**src/rtl/mem_port_arbiter_pkg.sv**
```systemverilog
// Shared types and constants for the unified-memory port arbiter.
// Optional feature macro: ARB_FAIRNESS_EN (fetch anti-starvation streak limit).
package mem_port_arbiter_pkg;

    typedef enum logic {
        ARB_IDLE = 1'b0,
        ARB_WAIT = 1'b1
    } arb_state_e;

    typedef enum logic {
        ARB_OWN_I = 1'b0,
        ARB_OWN_D = 1'b1
    } arb_owner_e;

    localparam int DEFAULT_MEM_LATENCY  = 1;
    localparam int DEFAULT_MAX_D_STREAK = 4;
    localparam int CNT_WIDTH            = 3;
    localparam int STREAK_WIDTH         = 3;

    // Data wins unless a fetch is waiting and has earned its turn.
    function automatic arb_owner_e pick_owner(input logic i_req,
                                              input logic d_req,
                                              input logic fetch_turn);
        if (d_req && !(i_req && fetch_turn)) begin
            return ARB_OWN_D;
        end
        return ARB_OWN_I;
    endfunction

endpackage

```
**src/rtl/mem_port_arbiter_if.sv**
```systemverilog
// Bus bundle between the CPU fetch/load-store paths, the arbiter and the
// memory macro. The arbiter uses the slave view; the environment the master view.
interface mem_port_arbiter_if #(
    parameter int ADDR_WIDTH = 32
);
    // fetch path
    logic                  i_req;
    logic [ADDR_WIDTH-1:0] i_addr;
    logic                  i_gnt;
    logic                  i_rvalid;
    logic [31:0]           i_rdata;
    // load/store path
    logic                  d_req;
    logic                  d_we;
    logic [ADDR_WIDTH-1:0] d_addr;
    logic [31:0]           d_wdata;
    logic [3:0]            d_wstrb;
    logic                  d_gnt;
    logic                  d_rvalid;
    logic [31:0]           d_rdata;
    // memory macro
    logic                  mem_en;
    logic                  mem_we;
    logic [ADDR_WIDTH-1:0] mem_addr;
    logic [31:0]           mem_wdata;
    logic [3:0]            mem_wstrb;
    logic [31:0]           mem_rdata;

    modport slave (
        input  i_req, i_addr,
        output i_gnt, i_rvalid, i_rdata,
        input  d_req, d_we, d_addr, d_wdata, d_wstrb,
        output d_gnt, d_rvalid, d_rdata,
        output mem_en, mem_we, mem_addr, mem_wdata, mem_wstrb,
        input  mem_rdata
    );

    modport master (
        output i_req, i_addr,
        input  i_gnt, i_rvalid, i_rdata,
        output d_req, d_we, d_addr, d_wdata, d_wstrb,
        input  d_gnt, d_rvalid, d_rdata,
        input  mem_en, mem_we, mem_addr, mem_wdata, mem_wstrb,
        output mem_rdata
    );

endinterface

```
**src/rtl/arb_streak_counter.sv**
```systemverilog
// Counts consecutive data grants while a fetch is waiting; once the count
// reaches MAX_D_STREAK the fetch path is given the next accept slot.
module arb_streak_counter
    import mem_port_arbiter_pkg::*;
#(
    parameter int MAX_D_STREAK = DEFAULT_MAX_D_STREAK
) (
    input  logic clk,
    input  logic reset,
    input  logic i_req,
    input  logic i_gnt,
    input  logic d_gnt,
    output logic fetch_turn
);

    localparam logic [STREAK_WIDTH-1:0] STREAK_MAX = STREAK_WIDTH'(MAX_D_STREAK);

    logic [STREAK_WIDTH-1:0] streak_q;

    // Streak register: clears when the fetch is served or stops asking, saturates at the limit.
    always_ff @(posedge clk) begin
        if (!reset) begin
            streak_q <= '0;
        end else if (i_gnt || !i_req) begin
            streak_q <= '0;
        end else if (d_gnt && (streak_q != STREAK_MAX)) begin
            streak_q <= streak_q + 1'b1;
        end
    end

    assign fetch_turn = (streak_q == STREAK_MAX);

endmodule

```
**src/rtl/mem_port_arbiter.sv**
```systemverilog
// Single-port memory arbiter between instruction fetch and load/store.
// One transaction in flight; grants are combinational in the accept slot,
// responses return MEM_LATENCY cycles later to the owning requester.
// Optional feature macro: ARB_FAIRNESS_EN (bounded data streak while fetch waits).
module mem_port_arbiter
    import mem_port_arbiter_pkg::*;
#(
    parameter int ADDR_WIDTH   = 32,
    parameter int MEM_LATENCY  = DEFAULT_MEM_LATENCY,
    parameter int MAX_D_STREAK = DEFAULT_MAX_D_STREAK
) (
    input  logic                  clk,
    input  logic                  reset,
    mem_port_arbiter_if.slave     bus
);

    if (MEM_LATENCY < 1 || MEM_LATENCY > 7 || MAX_D_STREAK < 1 || MAX_D_STREAK > 7) begin : g_param_check
        $error("mem_port_arbiter: MEM_LATENCY and MAX_D_STREAK must be in 1..7");
    end

    arb_state_e             state_q, state_d;
    arb_owner_e             owner_q, owner_d;
    logic [CNT_WIDTH-1:0]   cnt_q, cnt_d;
    logic                   run_q;
    logic                   fetch_turn;
    logic                   complete;
    logic                   accept;
    arb_owner_e             winner;

`ifdef ARB_FAIRNESS_EN
    arb_streak_counter #(
        .MAX_D_STREAK (MAX_D_STREAK)
    ) u_streak (
        .clk        (clk),
        .reset      (reset),
        .i_req      (bus.i_req),
        .i_gnt      (bus.i_gnt),
        .d_gnt      (bus.d_gnt),
        .fetch_turn (fetch_turn)
    );
`else
    assign fetch_turn = 1'b0;
`endif

    // Arbitration, memory drive, response routing and next-state logic.
    always_comb begin
        // NOTE: every output gets a default first so no path leaves a latch behind.
        bus.i_gnt     = 1'b0;
        bus.d_gnt     = 1'b0;
        bus.i_rvalid  = 1'b0;
        bus.d_rvalid  = 1'b0;
        bus.mem_en    = 1'b0;
        bus.mem_we    = 1'b0;
        bus.mem_addr  = {ADDR_WIDTH{1'b0}};
        bus.mem_wdata = 32'h0;
        bus.mem_wstrb = 4'h0;
        state_d       = state_q;
        owner_d       = owner_q;
        cnt_d         = cnt_q;

        // run_q holds everything quiet for the first cycle after reset release.
        complete = (state_q == ARB_WAIT) && (cnt_q == CNT_WIDTH'(1));
        winner   = pick_owner(bus.i_req, bus.d_req, fetch_turn);
        accept   = reset && run_q && (bus.i_req || bus.d_req) &&
                   ((state_q == ARB_IDLE) || complete);

        bus.i_rdata = reset ? bus.mem_rdata : 32'h0;
        bus.d_rdata = reset ? bus.mem_rdata : 32'h0;

        if (reset && complete) begin
            bus.i_rvalid = (owner_q == ARB_OWN_I);
            bus.d_rvalid = (owner_q == ARB_OWN_D);
        end

        if (state_q == ARB_WAIT) begin
            cnt_d = cnt_q - 1'b1;
            if (complete) begin
                state_d = ARB_IDLE;
            end
        end

        if (accept) begin
            bus.mem_en = 1'b1;
            state_d    = ARB_WAIT;
            cnt_d      = CNT_WIDTH'(MEM_LATENCY);
            owner_d    = winner;
            if (winner == ARB_OWN_D) begin
                bus.d_gnt     = 1'b1;
                bus.mem_we    = bus.d_we;
                bus.mem_addr  = bus.d_addr;
                bus.mem_wdata = bus.d_wdata;
                bus.mem_wstrb = bus.d_wstrb;
            end else begin
                // Fetches are always reads: write enable and strobes stay zero.
                bus.i_gnt    = 1'b1;
                bus.mem_addr = bus.i_addr;
            end
        end
    end

    // State register with synchronous active-low reset; an in-flight response is dropped.
    always_ff @(posedge clk) begin
        // NOTE: sequential state uses non-blocking assignments so all registers update together.
        if (!reset) begin
            state_q <= ARB_IDLE;
            owner_q <= ARB_OWN_D;
            cnt_q   <= '0;
            run_q   <= 1'b0;
        end else begin
            state_q <= state_d;
            owner_q <= owner_d;
            cnt_q   <= cnt_d;
            run_q   <= 1'b1;
        end
    end

endmodule

```
**src/flat_wrapper.sv**
```systemverilog
// flat-port wrapper written by rule: the top's interface ports become plain ports
module mem_port_arbiter_flat import mem_port_arbiter_pkg::*;
#(
    parameter int ADDR_WIDTH   = 32,
    parameter int MEM_LATENCY  = DEFAULT_MEM_LATENCY,
    parameter int MAX_D_STREAK = DEFAULT_MAX_D_STREAK
)
  (clk, reset, bus_i_req, bus_i_addr, bus_i_gnt, bus_i_rvalid, bus_i_rdata, bus_d_req, bus_d_we, bus_d_addr, bus_d_wdata, bus_d_wstrb, bus_d_gnt, bus_d_rvalid, bus_d_rdata, bus_mem_en, bus_mem_we, bus_mem_addr, bus_mem_wdata, bus_mem_wstrb, bus_mem_rdata);
  mem_port_arbiter_if #(.ADDR_WIDTH(ADDR_WIDTH)) bus_i ();
  input  logic clk;
  input  logic reset;
  input wire logic [$bits(bus_i.i_req)-1:0] bus_i_req;
  input wire logic [$bits(bus_i.i_addr)-1:0] bus_i_addr;
  output wire logic [$bits(bus_i.i_gnt)-1:0] bus_i_gnt;
  output wire logic [$bits(bus_i.i_rvalid)-1:0] bus_i_rvalid;
  output wire logic [$bits(bus_i.i_rdata)-1:0] bus_i_rdata;
  input wire logic [$bits(bus_i.d_req)-1:0] bus_d_req;
  input wire logic [$bits(bus_i.d_we)-1:0] bus_d_we;
  input wire logic [$bits(bus_i.d_addr)-1:0] bus_d_addr;
  input wire logic [$bits(bus_i.d_wdata)-1:0] bus_d_wdata;
  input wire logic [$bits(bus_i.d_wstrb)-1:0] bus_d_wstrb;
  output wire logic [$bits(bus_i.d_gnt)-1:0] bus_d_gnt;
  output wire logic [$bits(bus_i.d_rvalid)-1:0] bus_d_rvalid;
  output wire logic [$bits(bus_i.d_rdata)-1:0] bus_d_rdata;
  output wire logic [$bits(bus_i.mem_en)-1:0] bus_mem_en;
  output wire logic [$bits(bus_i.mem_we)-1:0] bus_mem_we;
  output wire logic [$bits(bus_i.mem_addr)-1:0] bus_mem_addr;
  output wire logic [$bits(bus_i.mem_wdata)-1:0] bus_mem_wdata;
  output wire logic [$bits(bus_i.mem_wstrb)-1:0] bus_mem_wstrb;
  input wire logic [$bits(bus_i.mem_rdata)-1:0] bus_mem_rdata;
  assign bus_i.i_req = bus_i_req;
  assign bus_i.i_addr = bus_i_addr;
  assign bus_i_gnt = bus_i.i_gnt;
  assign bus_i_rvalid = bus_i.i_rvalid;
  assign bus_i_rdata = bus_i.i_rdata;
  assign bus_i.d_req = bus_d_req;
  assign bus_i.d_we = bus_d_we;
  assign bus_i.d_addr = bus_d_addr;
  assign bus_i.d_wdata = bus_d_wdata;
  assign bus_i.d_wstrb = bus_d_wstrb;
  assign bus_d_gnt = bus_i.d_gnt;
  assign bus_d_rvalid = bus_i.d_rvalid;
  assign bus_d_rdata = bus_i.d_rdata;
  assign bus_mem_en = bus_i.mem_en;
  assign bus_mem_we = bus_i.mem_we;
  assign bus_mem_addr = bus_i.mem_addr;
  assign bus_mem_wdata = bus_i.mem_wdata;
  assign bus_mem_wstrb = bus_i.mem_wstrb;
  assign bus_i.mem_rdata = bus_mem_rdata;
  mem_port_arbiter #(.ADDR_WIDTH(ADDR_WIDTH), .MEM_LATENCY(MEM_LATENCY), .MAX_D_STREAK(MAX_D_STREAK)) u_core (.clk(clk), .reset(reset), .bus(bus_i));
endmodule
```
**config.mk**
```make
export PLATFORM = sky130hd
export DESIGN_NAME = mem_port_arbiter_flat
export DESIGN_NICKNAME = d
export VERILOG_FILES = /design/src/rtl/mem_port_arbiter_pkg.sv /design/src/rtl/mem_port_arbiter_if.sv /design/src/rtl/arb_streak_counter.sv /design/src/rtl/mem_port_arbiter.sv /design/src/flat_wrapper.sv
export SDC_FILE = /design/constraint.sdc
export NUM_CORES = 1
export LEC_CHECK = 0
export ABC_AREA = 1
export CORE_AREA = 2 2 106 108
export DETAILED_ROUTE_END_ITERATION = 10
export DIE_AREA = 0 0 108 110
export DONT_BUFFER_PORTS = 1
export MAX_ROUTING_LAYER = met4
export PLACE_DENSITY = 0.3
export SYNTH_ARGS = -nofsm -noshare
export SYNTH_HDL_FRONTEND = slang
export SYNTH_SLANG_ARGS = --single-unit
```
**constraint.sdc**
```tcl
create_clock -name clk -period 1.6 [get_ports clk]
set_input_delay 0.08 -clock clk [delete_from_list [all_inputs] [get_ports clk]]
set_output_delay 0.08 -clock clk [all_outputs]
set_load 0.05 [all_outputs]
```
==> results.sh, run 1 <==
export IMPL_path_max_fanout=7
export IMPL_p_leak_nw=1.761
export IMPL_syn_nets=469
export IMPL_io_pins=275
export IMPL_clk_path_buf_depth=2
export IMPL_min_path_cells=2
export IMPL_postRouteAntennaNets=0
export IMPL_fmax_mhz=626.3
export IMPL_insertion_delay_ns=0.22
export IMPL_cts_sinks=6
export IMPL_syn_inst=330
export IMPL_worst_slew_pin_slew_ns=0.3314
export IMPL_vias=2309
export IMPL_grt_pass1_vias=2212
export IMPL_ys_seq_elements=6
export IMPL_p_comb_share_pct=77.6
export IMPL_cts_buffers=3
export IMPL_avgSynthCellArea_um2=5.225
export IMPL_cp_end_kind="output port"
export IMPL_cap_violations=0
export IMPL_post_synth_top_area_cell="nand2_1"
export IMPL_slowest_stage="dfxtp_2"
export IMPL_cp_start_kind="flip-flop"
export IMPL_whs_endpoint="u_core.cnt_q[1]$_SDFFE_PP0P_"
export IMPL_ys_warn_count=0
export IMPL_grt_overflow_total=0
export IMPL_place_gp_congestion=0.7592
export IMPL_skew_ns=0.003371
export IMPL_htree_levels=1
export IMPL_die_w_um=108
export IMPL_r2r_slack_ns=0.35
export IMPL_synth_most_common_cell="nand2_1"
export IMPL_min_delay_start="reset"
export IMPL_synth_distinct_cells=20
export IMPL_crit_type="reg2out"
export IMPL_syn_to_final_growth_pct=134.8
export IMPL_port_buffers=0
export IMPL_hold_ws_ns=-0.001114
export IMPL_syn_area_um2=1724
export IMPL_hold_viol_final=1
export IMPL_synth_edf_count=0
export IMPL_p_int_mw=0.8333
export IMPL_slew_viol_final=0
export IMPL_tritoncts="yes"
export IMPL_relSlewSlack_pct=77.91
export IMPL_dpl_cell_count=526
export IMPL_antenna_found_initial=0
export IMPL_worst_hold_path_type="in2reg"
export IMPL_yosysSeqAreaShare_pct=6.967
export IMPL_synth_top_area_share_pct=30.26
export IMPL_grt_use_total_pct=12.14
export IMPL_drt_initial_drc_count=104
export IMPL_routed_wl_mm=8.494
export IMPL_async_flop_share_pct=0
export IMPL_grt_max_degree=74
export IMPL_power_density_nw_per_um2=461.4
export IMPL_r2r_cells=8
export IMPL_worstPathCellList="inv_2 -> ha_4 -> nand2_4 -> nand2_8 -> nand2_8 -> clkbuf_16 -> a21oi_4 -> buf_12"
export IMPL_fin_crit_sh_pct=99.79
export IMPL_setup_viol=0
export IMPL_clkTransAtPathRegs_ns=0.04
export IMPL_via_per_inst=4.244
export IMPL_swShare_pct=55.38
export IMPL_nets=545
export IMPL_ir_drop_mv=0.2693
export IMPL_p_seq_share_pct=10.1
export IMPL_synth_flop_cell="dfxtp_1"
export IMPL_die_area_um2=11880
export IMPL_rows=38
export IMPL_yosys_top_cells_count="nand2_1, inv_1, nor2_1, buf_4, a21oi_2"
export IMPL_fp_dieH_um=110
export IMPL_dr_pass1_iters=4
export IMPL_status="finished with violations"
export IMPL_dp_hpwl_mm=6.196
export IMPL_fin_ws_ns=0.003357
export IMPL_r2r_start="u_core.cnt_q[1]$_SDFFE_PP0P_"
export IMPL_arrival_ns=1.52
export IMPL_violations="hold timing"
export IMPL_drive_above_1_share_pct=52.23
export IMPL_start_util_pct=16.12
export IMPL_min_period_ns=1.597
export IMPL_r2r_end="u_core.cnt_q[1]$_SDFFE_PP0P_"
export IMPL_cp_required_ns=1.52
export IMPL_crit_top_cell="nand2_8"
export IMPL_num_antenna_cells=0
export IMPL_core_area_um2=10700
export IMPL_netlist_top_cells_area="nand2_1, a21oi_2, buf_4"
export IMPL_detail_route_drc_violations=0
export IMPL_grt_pass1_wl_mm=11.14
export IMPL_dpl_worst_slack_ns=0.1260
export IMPL_clkPwrFrac_pct=12.4
export IMPL_final_cells=544
export IMPL_critical_path_max_stage_delay_ns=0.31
export IMPL_rsz0062_at_grt="true"
export IMPL_routedWlPerCell_um=15.61
export IMPL_switching_power_mw=1.034
export IMPL_root_buffer="clkbuf_8"
critical path, delay by kind of cell (launching register included):
family | cells | cell delay, ns
buffers and inverters | 3 | 0.42
flip-flops | 1 | 0.31
AND/OR/NAND/NOR | 3 | 0.28
adder cells (fa/ha/maj) | 1 | 0.14
AO/OA/AOI/OAI | 1 | 0.14
registers in the layout, summed over array words and instances (netlist names):
| register | flops |
|---|---|
| u_core.cnt_q | 3 |
| u_core.owner_q | 1 |
| u_core.run_q | 1 |
| u_core.state_q | 1 |
how the worst max path moves through the flow:
| stage | start | slack (ns) | depth (start not counted) | to |
|---|---|---|---|---|
| 3_3_place_gp | u_core.cnt_q[1]$_SDFFE_PP0P_ | 0.15 | 8 | bus_mem_addr[10] |
| 5_1_grt | u_core.cnt_q[1]$_SDFFE_PP0P_ | -0.06 | 8 | bus_mem_addr[20] |
| 3_5_place_dp | u_core.cnt_q[0]$_SDFFE_PN0P_ | 0.13 | 7 | bus_mem_addr[3] |
| 6_report | u_core.cnt_q[1]$_SDFFE_PP0P_ | 0.003 | 8 | bus_mem_addr[15] |
| 2_1_floorplan | u_core.cnt_q[0]$_SDFFE_PN0P_ | -0.49 | 3 | bus_d_rvalid |
| 4_1_cts | u_core.cnt_q[1]$_SDFFE_PP0P_ | -0.02 | 8 | bus_mem_addr[22] |
power by group through the flow:
stage          sequential, mW  clock [mW]  combinational, mW
2_1_floorplan           0.179           0              0.913
3_3_place_gp            0.181           0               1.18
3_5_place_dp            0.181           0               1.19
4_1_cts                 0.185       0.235               1.33
5_1_grt                 0.190       0.243               1.52
6_report                0.188       0.231               1.45
cell usage in the layout, fill, tap and decap left out, types with 2 or more instances in the layout:
master and n:
a21oi_4 32, buf_12 63, buf_16 4, buf_4 41
buf_6 10, buf_8 2, clkbuf_16 4, clkbuf_8 3
dfxtp_1 4, inv_1 41, nand2_1 137, nand2_8 3
nand3_1 2, nor2_1 2, nor2_2 17, nor2_4 23
nor4_4 2
cell type report:
type / count / area (um^2)
Timing Repair Buffer: 125 / 1932
Tap cell: 140 / 175.2
Multi-Input combinational cell: 227 / 1609
Sequential cell: 6 / 125.1
Inverter: 43 / 165.2
Clock buffer: 3 / 41.29
Fill cell: 1084 / 6650
what timing repair did:
action / in CTS / in global routing
pin swaps: 0 / 2
setup endpoints to repair: 65 / 67
resized for setup: 45 / 41
cloned: 3 / 7
hold buffers: 1 / 0
setup buffers: 3 / 1
hold endpoints to repair: 2 / 0
per-layer routing:
layer / global-route usage, % / up-vias / wire, um
met5: - / - / 0
met4: 4.121 / 0 / 218
met3: 2.469 / 18 / 935
met2: 23.85 / 168 / 4550
met1: 11.82 / 1031 / 2790
li1: - / 1092 / -
kinds of logic (layout without fill, tap and decap cells):
logic type / after synthesis / count (layout) / share of synthesized area [%]
AND/OR/NAND/NOR: 187 / 188 / 42.02
buffers and inverters: 98 / 171 / 31.78
AO/OA/AOI/OAI: 35 / 35 / 16.76
flip-flops: 6 / 6 / 6.967
adder cells (fa/ha/maj): 2 / 2 / 1.451
XOR/XNOR: 2 / 2 / 1.016
metrics by stage:
step	cell area (um^2)	power (mW)	TNS (ns)	utilization (%)	hold WS, ns
floorplan	1827	1.092	-0.9864	-	0.1077
global placement	3267	1.363	0	30.54	0.1093
detailed placement	3267	1.371	0	30.54	0.1090
CTS	3660	1.746	-0.4389	34.21	0.0005315
global route	4048	1.951	-1.988	37.84	0.01727
finish	4048	1.868	0	37.84	-0.001114
Note: power is estimated with default switching activity, not from simulation.
==> inputs of run 2 (changes only) <==
- CORE_AREA: 2 2 106 108 -> 2 2 107 109
- CTS_BUF_LIST: not set -> sky130_fd_sc_hd__clkbuf_2
- DIE_AREA: 0 0 108 110 -> 0 0 109 111
- PLACE_DENSITY: 0.3 -> 0.4
- SYNTH_HIERARCHICAL: not set -> 1
==> run 2 against run 1 <==
  * The run ends with setup timing left
  * Setup slack got worse by 0.022 ns
  * Final cell count rose by 0.55%
  * Via count is 1.4% lower
  * Count of clock-buffer cells in the layout did not move
==> results.sh, run 2 <==
export IMPL_path_buf_inv=4
export IMPL_routed_wl_mm=8.336
export IMPL_ys_seq_elements=6
export IMPL_violations="setup timing"
export IMPL_start_util_pct=15.93
export IMPL_nets=545
export IMPL_vias=2276
export IMPL_insertion_delay_ns=0.21
export IMPL_final_cell_mix="nand2_1, buf_12, buf_4"
export IMPL_worst_hold_path_type="in2reg"
export IMPL_netlist_top_cells_area="nand2_1, a21oi_2, buf_4"
export IMPL_cts_buffers=3
export IMPL_die_area_um2=12100
export IMPL_worstPathCellList="inv_2 -> ha_4 -> nand2_4 -> nand2_4 -> nand2_8 -> buf_12 -> buf_16 -> a21oi_4 -> buf_12"
export IMPL_drt_initial_drc_count=81
export IMPL_grt_use_met2_pct=25.80
export IMPL_multi_input_area_um2=1543
export IMPL_worst_slew_pin_slew_ns=0.3100
export IMPL_fin_tns_setup_ns=-0.1331
export IMPL_slowest_stage="dfxtp_2"
export IMPL_startpoint="u_core/cnt_q[1]$_SDFFE_PP0P_"
export IMPL_async_flop_share_pct=0
export IMPL_root_buffer="clkbuf_2"
export IMPL_synth_distinct_cells=21
export IMPL_relSlewSlack_pct=79.50
export IMPL_met3_usage_pct=2.469
export IMPL_status="finished with violations"
export IMPL_clkTransAtPathRegs_ns=0.05
export IMPL_fillers=1109
export IMPL_top_register="u_core/cnt_q"
export IMPL_final_common_cell="nand2_1"
export IMPL_top_usage_layer="met2"
export IMPL_yosys_top_cells_count="nand2_1, inv_1, buf_4, a21oi_2"
export IMPL_syn_inst=330
export IMPL_grt_pass1_wl_mm=12.07
export IMPL_yosysSeqAreaShare_pct=6.809
export IMPL_avgSynthCellArea_um2=5.346
export IMPL_syn_area_um2=1764
export IMPL_ir_drop_mv=0.2443
export IMPL_cp_start_kind="flip-flop"
export IMPL_clk_path_buf_depth=2
export IMPL_cap_violations=0
export IMPL_htree_levels=1
export IMPL_postPlaceCellArea_um2=3371
export IMPL_grt_pass1_vias=2352
export IMPL_register_area_um2=125.1
export IMPL_num_antenna_cells=0
export IMPL_fmax_mhz=617.9
export IMPL_arrival_ns=1.54
export IMPL_min_period_ns=1.618
export IMPL_final_core_util_pct=35.99
export IMPL_fp_dieH_um=111
export IMPL_crit_type="reg2out"
export IMPL_fin_area_um2=3986
export IMPL_dpl_cell_count=528
export IMPL_fin_crit_sh_pct=101.2
export IMPL_grt_max_degree=74
export IMPL_slew_viol_final=0
export IMPL_io_pins=275
export IMPL_synth_most_common_cell="nand2_1"
export IMPL_syn_nets=469
export IMPL_core_area_um2=11080
export IMPL_p_leak_nw=1.753
export IMPL_crit_family="buffers and inverters"
export IMPL_ys_warn_count=6
export IMPL_cp_end_kind="output port"
export IMPL_antenna_found_initial=0
export IMPL_post_synth_top_area_cell="nand2_1"
export IMPL_drive_above_1_share_pct=52.72
export IMPL_critical_path_max_stage_delay_ns=0.32
export IMPL_die_w_um=109
export IMPL_grt_use_total_pct=12.74
export IMPL_rsz0062_at_grt="true"
export IMPL_fin_ws_ns=-0.01845
export IMPL_cp_required_ns=1.52
export IMPL_synth_edf_count=0
export IMPL_hold_viol_final=0
export IMPL_setup_viol=20
export IMPL_dr_pass1_iters=4
export IMPL_tritoncts="yes"
export IMPL_detail_route_drc_violations=0
export IMPL_synth_top_area_share_pct=29.79
export IMPL_place_gp_congestion=0.7249
export IMPL_routedWlPerCell_um=15.24
export IMPL_min_delay_start="reset"
export IMPL_grt_overflow_total=0
export IMPL_r2r_start="u_core/cnt_q[1]$_SDFFE_PP0P_"
export IMPL_dp_hpwl_mm=6.202
export IMPL_port_buffers=0
export IMPL_syn_to_final_growth_pct=126.0
export IMPL_final_cells=547
export IMPL_largest_reg_flops=3
export IMPL_rows=39
export IMPL_postRouteAntennaNets=0
export IMPL_cts_sinks=6
export IMPL_met1_usage_pct=11.89
export IMPL_synth_flop_cell="dfxtp_1"
export IMPL_path_max_fanout=8
export IMPL_power_density_nw_per_um2=431.6
export IMPL_via_per_inst=4.161
export IMPL_skew_ns=0.007037
[run 2: cell count changes in the layout (fill, tap and decap cells not counted), sizes merged]
cell / before / now
bufbuf: 0 / 1
clkbuf: 7 / 3
clkinvlp: 1 / 0
inv: 42 / 43
buf: 120 / 124
nand2: 142 / 141
[run 2: power breakdown]
| part | leakage, nW | total [mW] | internal (mW) | switching [mW] |
|---|---|---|---|---|
| logic | 1.69 | 1.44 | 0.504 | 0.932 |
| clock network | 0.0125 | 0.0972 | 0.0507 | 0.0465 |
| registers | 0.0508 | 0.187 | 0.169 | 0.0187 |
| total | 1.75 | 1.72 | 0.723 | 0.997 |
[run 2: worst paths after layout]
check	cells after the start	slack, ns	end
hold reg to reg	2	0.52	u_core/state_q$_SDFF_PN0_
hold / removal	2	0.02	u_core/cnt_q[1]$_SDFFE_PP0P_
setup reg to reg	11	0.05	u_core/cnt_q[2]$_SDFFE_PP0P_
setup / recovery	9	-0.02	bus_mem_addr[13]
[run 2: repair_timing]
item,4_1_cts,5_1_grt
gates resized for setup,50,19
setup buffers,10,1
gates cloned,4,0
endpoints found under the setup margin,71,52
hold endpoints to repair,2,0
hold buffers,1,0
pin swaps,2,6
[run 2: per-stage QoR]
stage          power, mW  hold slack (ns)  worst slack [ns]
5_1_grt            1.800          0.02197          -0.08493
3_5_place_dp       1.392           0.1096            0.1184
2_1_floorplan      1.091           0.1077           -0.4926
3_3_place_gp       1.388           0.1097            0.1290
6_report           1.720          0.01948          -0.01845
4_1_cts            1.679         0.005475          -0.03908
[run 2: worst register-to-register path: cells and delay by family (launching register included)]
kind | cells | cell delay, ns
adders and majority gates | 1 | 0.14
and+or+nand+nor | 2 | 0.15
buffers and inverters | 7 | 0.74
DFF | 1 | 0.33
xor gates and xnor gates | 1 | 0.13
[run 2: area by class of cell]
class | instances | area share [%]
repair buffers | 126 | 49.25
flip-flops and latches | 6 | 3.139
clock buffers | 3 | 0.3766
multi-input cells | 226 | 38.70
inverters | 43 | 4.049
well taps | 143 | 4.488
[run 2: per-layer routing]
layer	part of all wire, %	up-vias
li1	-	1087
met1	32	1011
met2	55	166
met3	11	12
met4	1.4	0
met5	0	-
[run 2: cell families (layout without fill, tap and decap cells)]
kind of cell | after synthesis | after routing | synth area share (%)
and+or+nand+nor | 187 | 187 | 43.33
adders and majority gates | 2 | 2 | 1.418
xor gates and xnor gates | 2 | 2 | 0.9931
buffers and inverters | 98 | 172 | 31.06
AOI/OAI and AO/OA | 35 | 35 | 16.38
DFF | 6 | 6 | 6.809
==> inputs of run 3 (changes only) <==
==> constraint.sdc (replaced) <==
create_clock -name clk -period 1.6 [get_ports clk]
set_input_delay 0 -clock clk [delete_from_list [all_inputs] [get_ports clk]]
set_output_delay 0 -clock clk [all_outputs]
set_load 0.05 [all_outputs]
==> run 3 against run 2 <==
  * The flow now finishes without violations
  * Clock skew grew 0.0046 ns
  * Setup slack improved by 0.082 ns
  * Wire length fell by 8.2%
  * Critical path type unchanged
  * Critical endpoint is now bus_mem_addr[11]
==> results.sh, run 3 (synthesis results as in run 2) <==
export IMPL_status="finished, final reports clean"
export IMPL_dr_pass1_iters=4
export IMPL_cp_required_ns=1.60
export IMPL_port_buffers=0
export IMPL_cts_sinks=6
export IMPL_drt_initial_drc_count=130
export IMPL_fmax_mhz=651.0
export IMPL_clkTransAtPathRegs_ns=0.07
export IMPL_final_cell_mix="nand2_1, buf_12, buf_4"
export IMPL_detail_route_drc_violations=0
export IMPL_cp_start_kind="flip-flop"
export IMPL_core_area_um2=11080
export IMPL_slew_viol_final=0
export IMPL_insertion_delay_ns=0.23
export IMPL_routed_wl_mm=7.655
export IMPL_final_common_cell="nand2_1"
export IMPL_largest_reg_flops=3
export IMPL_min_delay_start="bus_d_req"
export IMPL_multi_input_area_um2=1310
export IMPL_routedWlPerCell_um=14.12
export IMPL_r2r_start="u_core/cnt_q[1]$_SDFFE_PP0P_"
export IMPL_arrival_ns=1.54
export IMPL_whs_endpoint="u_core/state_q$_SDFF_PN0_"
export IMPL_drive_above_1_share_pct=49.37
export IMPL_grt_pass1_wl_mm=10.83
export IMPL_fin_crit_sh_pct=96.00
export IMPL_fillers=1132
export IMPL_clk_path_buf_depth=2
export IMPL_grt_overflow_total=0
export IMPL_root_buffer="clkbuf_2"
export IMPL_fin_tns_setup_ns=0
export IMPL_postPlaceCellArea_um2=3231
export IMPL_fp_dieH_um=111
export IMPL_final_cells=542
export IMPL_postRouteAntennaNets=0
export IMPL_vias=2231
export IMPL_htree_levels=1
export IMPL_r2r_cells=9
export IMPL_p_leak_nw=1.658
export IMPL_fin_area_um2=3561
export IMPL_min_path_cells=2
export IMPL_grt_pass1_vias=2142
export IMPL_dp_hpwl_mm=5.933
export IMPL_num_antenna_cells=0
export IMPL_r2r_slack_ns=0.24
export IMPL_worst_slew_pin_slew_ns=0.3952
export IMPL_skew_ns=0.01163
export IMPL_hold_viol_final=0
export IMPL_via_per_inst=4.116
export IMPL_start_util_pct=15.93
export IMPL_dpl_cell_count=529
export IMPL_grt_max_degree=74
export IMPL_io_pins=275
export IMPL_antenna_found_initial=0
export IMPL_setup_viol=0
export IMPL_min_period_ns=1.536
export IMPL_die_w_um=109
export IMPL_power_density_nw_per_um2=447.2
export IMPL_top_register="u_core/cnt_q"
export IMPL_tritoncts="yes"
export IMPL_cap_violations=0
export IMPL_grt_use_total_pct=11.57
export IMPL_cp_end_kind="output port"
export IMPL_path_max_fanout=12
export IMPL_r2r_end="u_core/cnt_q[1]$_SDFFE_PP0P_"
export IMPL_cts_buffers=3
export IMPL_relSlewSlack_pct=73.62
export IMPL_nets=540
export IMPL_syn_to_final_growth_pct=101.8
export IMPL_ir_drop_mv=0.2806
export IMPL_place_gp_congestion=0.8009
export IMPL_rows=39
export IMPL_worst_hold_path_type="in2reg"
export IMPL_die_area_um2=12100
export IMPL_crit_type="reg2out"
export IMPL_register_area_um2=122.6
-- run 3: worst max path at each step --
stage,from,to,cells after the start
detailed placement,u_core/cnt_q[0]$_SDFFE_PN0P_,bus_mem_addr[3],7
CTS,u_core/cnt_q[1]$_SDFFE_PP0P_,bus_mem_wdata[30],8
finish,u_core/cnt_q[1]$_SDFFE_PP0P_,bus_mem_addr[11],8
global placement,u_core/cnt_q[1]$_SDFFE_PP0P_,bus_mem_wstrb[2],8
global route,u_core/cnt_q[1]$_SDFFE_PP0P_,bus_mem_addr[11],8
floorplan,u_core/cnt_q[0]$_SDFFE_PN0P_,bus_d_rvalid,3
-- run 3: worst max-delay path, cell delays in order (launching register included) --
cell	delay, ns
dfxtp_2	0.32
inv_2	0.07
ha_4	0.14
nand2_4	0.06
nand2_4	0.09
nand2_8	0.12
buf_12	0.20
a21oi_4	0.15
buf_12	0.15
-- run 3: layout make-up --
type | count | share of cell area (%)
repair buffers | 121 | 49.79
multi-input cells | 226 | 36.79
clock buffers | 3 | 0.4216
well taps | 143 | 5.025
flip-flops and latches | 6 | 3.443
inverters | 43 | 4.533
-- run 3: repair_timing --
item,4_1_cts,5_1_grt
pin swaps,1,0
gates resized for setup,19,14
endpoints found under the hold margin,6,0
buffers inserted,1,3
endpoints found under the setup margin,70,72
cloned,2,1
hold buffers,3,0
-- run 3: layer usage --
metal | track usage, % | part of all wire, % | vias up
met4 | 3.419 | 2.2 | 0
li1 | - | - | 1077
met5 | - | 0 | -
met1 | 10.14 | 32 | 959
met2 | 23.31 | 54 | 175
met3 | 2.881 | 11 | 20
-- run 3: report_power, final --
group	internal, mW	total (mW)	switching (mW)	leakage (nW)
Combinational	0.431	1.30	0.867	1.59
Clock	0.0508	0.110	0.0587	0.0125
Sequential	0.168	0.185	0.0172	0.0504
Total	0.650	1.59	0.942	1.66
-- run 3: metrics by stage --
step	setup WS, ns	power (mW)	utilization [%]	hold WS [ns]
5_1_grt	-0.03307	1.672	32.15	0.02019
3_5_place_dp	0.1585	1.361	29.17	0.02924
2_1_floorplan	-0.4126	1.085	-	0.02772
4_1_cts	-0.009108	1.546	31.06	0.01231
3_3_place_gp	0.2054	1.354	29.17	0.02996
6_report	0.06399	1.592	32.15	0.01216
